<file path="config.mk">
export PLATFORM = sky130hd
export DESIGN_NAME = gpio_cnt_multi
export DESIGN_NICKNAME = d
export VERILOG_FILES = /design/src/rtl/gpio_cnt_multi.sv
export SDC_FILE = /design/constraint.sdc
export NUM_CORES = 1
export LEC_CHECK = 0
export ABC_AREA = 1
export BUFFER_PORTS_ARGS = -buffer_cell sky130_fd_sc_hd__buf_2
export CORE_AREA = 5 5 107 109
export CTS_BUF_LIST = sky130_fd_sc_hd__clkbuf_4 sky130_fd_sc_hd__clkbuf_8
export CTS_CLUSTER_SIZE = 20
export DETAILED_ROUTE_END_ITERATION = 10
export DIE_AREA = 0 0 112 114
export GPL_TIMING_DRIVEN = 0
export HOLD_SLACK_MARGIN = 0.15
export PLACE_DENSITY = 0.69
export SYNTH_ARGS = -nofsm -noshare
export SYNTH_HDL_FRONTEND = slang
export SYNTH_SLANG_ARGS = --single-unit
</file>
<file path="constraint.sdc">
create_clock -name clk_i -period 1.25 [get_ports clk_i]
set_input_delay 0.25 -clock clk_i [delete_from_list [all_inputs] [get_ports clk_i]]
set_output_delay 0.25 -clock clk_i [all_outputs]
set_load 0.01 [all_outputs]
</file>
<file path="src/rtl/gpio_cnt_multi.sv">
// gpio_cnt_multi
// Multi-channel GPIO edge counter and responder. Each channel counts qualified
// edges on its gpio_i bit. On every CntMax-th edge it fires: in toggle mode
// (PulseOut=0) gpio_o flips, and in pulse mode (PulseOut=1) gpio_o goes high
// for PulseLen cycles. A fire during an active pulse restarts the pulse and
// sets the sticky ovf_o flag.
//
// Optional feature macro: GPIO_CNT_MULTI_SYNC_EN. When it is defined, a 2-flop
// synchroniser is placed in front of edge detection, which adds 2 cycles of latency.
//
// Ports
//   clk_i     system clock, rising edge
//   rst_i     synchronous active-high reset
//   gpio_i    [NumCh]       channel inputs
//   en_i      [NumCh]       per-channel count enable
//   clear_i   [NumCh]       per-channel synchronous clear (wins over an edge)
//   gpio_o    [NumCh]       channel responses
//   fire_o    [NumCh]       one-cycle fire strobe, aligned with the gpio_o update
//   ovf_o     [NumCh]       sticky retrigger flag (pulse mode)
//   cnt_o     [NumCh*CntW]  edge counts, channel c at [c*CntW +: CntW]

module gpio_cnt_multi #(
  parameter int NumCh    = 4,
  parameter int CntW     = 16,
  parameter int CntMax   = 16,
  parameter int EdgeMode = 0,
  parameter int PulseOut = 0,
  parameter int PulseLen = 4
) (
  input  logic                    clk_i,
  input  logic                    rst_i,
  input  logic [NumCh-1:0]        gpio_i,
  input  logic [NumCh-1:0]        en_i,
  input  logic [NumCh-1:0]        clear_i,
  output logic [NumCh-1:0]        gpio_o,
  output logic [NumCh-1:0]        fire_o,
  output logic [NumCh-1:0]        ovf_o,
  output logic [NumCh*CntW-1:0]   cnt_o
);

  // Wrap compare is done at CntW bits, so CntMax = 2^CntW gives an all-ones top.
  localparam logic [CntW-1:0] CntTop  = CntW'(CntMax - 1);
  localparam logic [15:0]     TmrLoad = 16'(PulseLen - 1);

  logic [NumCh-1:0]           w_samp;
  logic [NumCh-1:0]           w_edge;
  logic [NumCh-1:0]           w_qual;
  logic [NumCh-1:0]           w_wrap;
  logic [NumCh-1:0]           w_fire;

  logic [NumCh-1:0]           r_prev;
  logic [NumCh-1:0][CntW-1:0] r_cnt;
  logic [NumCh-1:0][15:0]     r_tmr;
  logic [NumCh-1:0]           r_gpio;
  logic [NumCh-1:0]           r_fire;
  logic [NumCh-1:0]           r_ovf;

`ifdef GPIO_CNT_MULTI_SYNC_EN
  // No reset here: the chain must keep tracking the pin during reset.
  logic [NumCh-1:0] r_sync1;
  logic [NumCh-1:0] r_sync2;

  always_ff @(posedge clk_i) begin
    r_sync1 <= gpio_i;
    r_sync2 <= r_sync1;
  end

  assign w_samp = r_sync2;
`else
  assign w_samp = gpio_i;
`endif

  // The previous sample is never reset, so neither reset release nor a re-enable
  // can produce a false edge.
  always_ff @(posedge clk_i) begin
    r_prev <= w_samp;
  end

  always_comb begin
    w_edge = w_samp ^ r_prev;
    if (EdgeMode == 0) begin
      w_edge = w_samp & ~r_prev;
    end else if (EdgeMode == 1) begin
      w_edge = ~w_samp & r_prev;
    end
  end

  always_comb begin
    for (int c = 0; c < NumCh; c++) begin
      w_wrap[c] = (r_cnt[c] == CntTop);
    end
  end

  assign w_qual = w_edge & en_i & ~clear_i;
  assign w_fire = w_qual & w_wrap;

  always_ff @(posedge clk_i) begin
    if (rst_i) begin
      r_cnt  <= '0;
      r_tmr  <= '0;
      r_gpio <= '0;
      r_fire <= '0;
      r_ovf  <= '0;
    end else begin
      for (int c = 0; c < NumCh; c++) begin
        // w_fire is already masked by clear_i, so this strobe drops on a clear.
        r_fire[c] <= w_fire[c];
        if (clear_i[c]) begin
          r_cnt[c]  <= '0;
          r_tmr[c]  <= '0;
          r_gpio[c] <= 1'b0;
          r_ovf[c]  <= 1'b0;
        end else begin
          if (w_qual[c]) begin
            r_cnt[c] <= w_wrap[c] ? '0 : r_cnt[c] + 1'b1;
          end
          if (PulseOut == 0) begin
            if (w_fire[c]) begin
              r_gpio[c] <= ~r_gpio[c];
            end
          end else if (w_fire[c]) begin
            // A fire on an already-high output reloads the timer with no low gap.
            r_gpio[c] <= 1'b1;
            r_tmr[c]  <= TmrLoad;
            if (r_gpio[c]) begin
              r_ovf[c] <= 1'b1;
            end
          end else if (r_gpio[c]) begin
            if (r_tmr[c] == 16'd0) begin
              r_gpio[c] <= 1'b0;
            end else begin
              r_tmr[c] <= r_tmr[c] - 16'd1;
            end
          end
        end
      end
    end
  end

  assign gpio_o = r_gpio;
  assign fire_o = r_fire;
  assign ovf_o  = r_ovf;
  assign cnt_o  = r_cnt;

endmodule

</file>
# Word-level counts from Yosys, hierarchy flattened
# Index checks and enable logic that the tools add are counted.
[word_totals]
regBits = 76
inputBits = 14
wordCells = 36
[classes]
add_sub_neg = 4
n_eq_ne = 4
n_mux = 4
n_bitwise = 10
reduce_logical = 4
[op_table]
columns = ["operator", "count"]
rows = [
  ["adder 16 x 1 -> 16 bit (second input constant)", 4],
  ["equality test 16 x 4 -> 1 bit (second input constant)", 4],
  ["two-way mux 16 bit", 4],
  ["bitwise AND 4 bit", 4],
  ["inverter 4 bit", 2],
  ["OR reduction 2 bit", 4],
  ["inverter 1 bit", 4],
]

# Logic depth before layout (Yosys ltp)
[depth]
ltp_word = 5
depth_mapped = 10

# Worst setup path after synthesis
# Ideal clock, no wire load.
[synth_path]
kind = "reg-to-reg"
from = "register r_cnt (netlist bit cnt_o[48])"
to = "register r_cnt (netlist bit cnt_o[60])"
t_arrival_ps = 1256
t_required_ps = 1128
setup_slack_ps = -129
path_stages_with_launch = 11
path_buffers = 0
period_less_slack_ps = 1379
path_cell_list = "dfxtp_1 ha_1 nand2_1 inv_1 nand2_1 nor2_1 nand3_1 nand2_2 inv_2 nand2_1 nor2_1"
[synth_via]
elab_chain_len = 2
word_cells_on_any_way = 3
cone_classes = "1 x add/sub; 1 x eq/ne; 1 x mux"
[synth_lines]
columns = ["element", "line", "text"]
rows = [
  ["start: declaration", "52", "logic [NumCh-1:0][CntW-1:0] r_cnt;"],
  ["start signal: indexed assignment", "115", "r_cnt[c] <= w_wrap[c] ? '0 : r_cnt[c] + 1'b1;"],
  ["adder 16 x 1 -> 16 bit or equality test 16 x 4 -> 1 bit (tied branches)", "115, 90", ""],
  ["two-way mux 16 bit (*)", "115", ""],
]
# Every way passes the cells marked *; elsewhere a longest branch is shown, timed or not.
# A chain may end at the register's enable or synchronous reset.

# Final worst setup path
[layout_path]
from = "register r_cnt (netlist bit cnt_o[51])"
to = "register r_cnt (netlist bit cnt_o[60])"
# The elaborated chain is that of the path after synthesis.

==> qor.log <==
INFO  synthesis      postSynthRegisterBits=76
INFO  drt            postRouteAntennaNets=0
INFO  die            rows=38
INFO  synthesis      simple_gate_fraction_of_synth_area=44.6%
INFO  synthesis      post-synth-top-area-cell=sky130_fd_sc_hd__dfxtp_1
INFO  die            initial_utilization=38.2%
INFO  die            die_area=12,800um2
INFO  synthesis      synth-compound-area-share=3.30%
INFO  critical_path  cp_cell_sequence=inv_1 > nor2_1 > nand2_1 > nor2_1 > nand3_2 > nand2_4 > inv_6 > nand2_2 > nor2_1
INFO  sta            final_min_period_over_clock_period=111%
INFO  power_and_ir_drop power_per_cell_area=790nW/um2
INFO  status         violated_checks=setup timing
INFO  synthesis      seq_area_frac_synth=37.9%
INFO  sta            grt_setup_unrepaired=true
INFO  final_layout   num_antenna_cells=0
INFO  die            die_height=114um
INFO  global_routing grt.total_usage=16.0%
INFO  cts            cts-root-to-sink-buffers=2
INFO  sta            post-route-worst-setup-slack=-0.140ns
INFO  drt            drt_iter0_drc=188
INFO  place          dpl.hpwl=7.28mm
INFO  drt            detail_route.drc_violations=0
INFO  sta            setup_violations=36
INFO  critical_path  startpoint_type_of_the_worst_setup_path=register
INFO  min_path       hold_path_depth=4
INFO  synthesis      yosys.area.top_type_share=37.9%
INFO  sta            worst-slew-pin-transition=0.634ns
INFO  global_routing wire_length_of_the_first_global_routing_pass=17.3mm
INFO  power_and_ir_drop max_vdd_drop=0.484mV
INFO  cts            cts_tree=built
INFO  power_and_ir_drop total_leakage_power=2.52nW
INFO  drt            via_count=4,170
INFO  power_and_ir_drop p_total=0.00452W
INFO  critical_path  cp_max_fo=5
INFO  synthesis      synthArstFlopShare=0%
INFO  final_layout   layout_commonest_cell=sky130_fd_sc_hd__nor2_1
INFO  global_routing globalRouteOverflowTotal=0
INFO  die            top_level_ports=90
INFO  sta            timing.fmax=0.719GHz
INFO  sta            finalClockSkew=0.0110ns
INFO  synthesis      yosys-mux-area-fraction=0%
INFO  place          place_worst_setup_slack=-0.207ns
INFO  final_layout   num-fill-cells=979
INFO  critical_path  rr_startpoint=cnt_o[51]$_SDFFE_PP0P_
INFO  final_layout   post_layout_nonfiller_instances=879
INFO  final_layout   final_layout_size_suffix_gt1_share=43.8%
INFO  sta            maxSlewViolCount=0
INFO  sta            timing.final.hold_violations=0
INFO  critical_path  crit_slowest_cell=sky130_fd_sc_hd__dfxtp_2
INFO  synthesis      post_synth_inst_count=601
INFO  synthesis      synth_cell_types=33
INFO  sta            fin_crit=1.39ns
INFO  global_routing first_global_vias=3,978
INFO  status         run_status=finished with violations
INFO  global_routing antenna_violations_before_repair=0
INFO  critical_path  crit_required=1.48ns
INFO  cts            tritoncts.num_buffers=9
INFO  die            core_area=10,500um2
INFO  drt            wl_per_cell=12.5um
INFO  synthesis      synth_xor_xnor_area_share=4.58%
INFO  place          number_of_instances_in_the_placed_design=828
INFO  synthesis      synth.area.top_cells=sky130_fd_sc_hd__dfxtp_1 (38%), sky130_fd_sc_hd__nor2_1 (15%), sky130_fd_sc_hd__nand2_1 (12%)
INFO  critical_path  critical_path.endpoint_type=register
INFO  critical_path  category_of_the_critical_setup_timing_path=register to register
INFO  synthesis      synth_edf_count=0
INFO  critical_path  critical-path-top-delay-family=simple AND/OR/NAND/NOR gates
INFO  min_path       hold_path.startpoint=clear_i[2]
INFO  critical_path  timing.reg2reg.setup_slack=-0.14ns
INFO  drt            drtPass1Iterations=5
INFO  drt            drt-total-wl=11.0mm
INFO  cts            cts.clk_slew.worst_paths=0.08ns
INFO  place          gp_congestion=0.910
INFO  drt            avgViaCountPerCell=4.74
INFO  synthesis      synth-main-ff-cell=sky130_fd_sc_hd__dfxtp_1
INFO  sta            headroom_to_the_max_slew_limit=57.8%
INFO  cts            clkSinkCount=76
INFO  sta            fin_tns_setup=-2.80ns
INFO  run            timing.max_cap.violations=0
INFO  place          place.port_buffers=84
INFO  min_path       hold-path-endpoint=gpio_o[2]$_SDFFE_PP0P_
INFO  critical_path  crit_path_max_incr_delay=0.39ns
INFO  synthesis      synth_adder_area_share=1.25%
INFO  critical_path  worst_path_most_repeated_cell=sky130_fd_sc_hd__nor2_1
INFO  synthesis      combinational_family_with_the_most_area_after_synthesis=simple AND/OR/NAND/NOR gates
INFO  critical_path  cp.buffers_inverters=2
INFO  critical_path  ff2ff_path_depth=9
INFO  critical_path  worstSetupPathDepth=9
INFO  die            die_w=112um
INFO  critical_path  worst-endpoint-arrival=1.62ns
INFO  cts            h-tree-depth=3
INFO  min_path       holdCritPathClass=input port to register
INFO  synthesis      ys_warn_count=0
INFO  synthesis      syn_avg_cell_area=6.68um2
INFO  global_routing grt_max_degree=12
INFO  final_layout   area.growth.synth_to_final=42.6%
INFO  cts            worstSkewPairLatency=0.34ns
INFO  critical_path  timing.rr.end=cnt_o[60]$_SDFFE_PP0P_
INFO  cts            ctsRootBufferMaster=sky130_fd_sc_hd__clkbuf_8
INFO  final_layout   final_cell_mix=sky130_fd_sc_hd__nor2_1 (134), sky130_fd_sc_hd__nand2_1 (98), sky130_fd_sc_hd__buf_2 (77)
INFO  final_layout   layout.nets=752
INFO  synthesis      syn_area=4020um2
==> metrics by stage <==
step / util [%] / hold slack (ns) / cell area [um2]
2_1_floorplan: - / 0.278 / 4120
3_3_place_gp: 44.9 / 0.367 / 4720
3_5_place_dp: 44.9 / 0.368 / 4720
4_1_cts: 49.9 / 0.242 / 5240
5_1_grt: 54.5 / 0.275 / 5730
6_report: 54.5 / 0.262 / 5730
==> how the worst max path moves through the flow <==
stage                                start                      to
finish              cnt_o[51]$_SDFFE_PP0P_  cnt_o[60]$_SDFFE_PP0P_
global route        cnt_o[51]$_SDFFE_PP0P_  cnt_o[60]$_SDFFE_PP0P_
CTS                  cnt_o[1]$_SDFFE_PP0P_   cnt_o[0]$_SDFFE_PP0P_
detailed placement                   rst_i  cnt_o[27]$_SDFFE_PP0P_
global placement                     rst_i  cnt_o[27]$_SDFFE_PP0P_
floorplan           cnt_o[49]$_SDFFE_PP0P_  cnt_o[60]$_SDFFE_PP0P_
==> Yosys cell counts (all sizes together) (3+ instances only) <==
cell type  number
a211oi          3
a21oi           5
and2            3
buf             4
dfxtp          76
ha              4
inv            80
nand2         145
nand3          35
nand4          13
nor2          180
nor3           12
o21ai          10
xnor2           7
xor2           14
==> flip-flops by register name, summed over array words and instances (netlist names) <==
register,cells
cnt_o,64
fire_o,4
gpio_o,4
r_prev,4
==> per-layer routing <==
metal / track usage (%) / wire, um / vias to the layer above
li1: - / - / 2113
met1: 19.2 / 4640 / 1943
met2: 27.6 / 5620 / 93
met3: 3.87 / 557 / 21
met4: 6.49 / 201 / 0
met5: 0 / 0 / -
==> worst min-delay path, cell delays in order <==
cell and delay [ns]:
sky130_fd_sc_hd__buf_2 0.10, sky130_fd_sc_hd__nor2_1 0.10, sky130_fd_sc_hd__o21ai_2 0.07, sky130_fd_sc_hd__nor2_1 0.04
==> layout make-up <==
class,instances,area [um2],share of cell area (%)
multi-input cells,444,2620,45.8
well taps,140,175,3.06
repair buffers,118,776,13.5
plain buffers,5,33.8,0.590
clock buffers,15,188,3.28
inverters,80,323,5.63
clock inverters,1,5.00,0.0874
flip-flops and latches,76,1610,28.0
==> timing repair <==
item                                   4_1_cts  5_1_grt
setup buffers                               19       11
cloned                                       0        1
setup endpoints to repair                   47       95
resized for setup                           49      132
hold buffers                                 4        0
pin swaps                                   18       38
endpoints found under the hold margin        4        0
==> where the power goes <==
group,switching (W),total [W],internal (W)
registers,0.00000929,0.00241,0.00241
logic,0.000163,0.000269,0.000106
clock network,0.000888,0.00184,0.000952
==> cell families (layout without fill, tap and decap cells) <==
group,count (synthesis),after routing
other cells,1,4
fa+ha+maj,4,4
buf+inv,85,219
xor+xnor,21,21
compound gates,22,22
flops,76,76
simple gates,392,393
No activity file was read; power rests on OpenSTA's default activity.
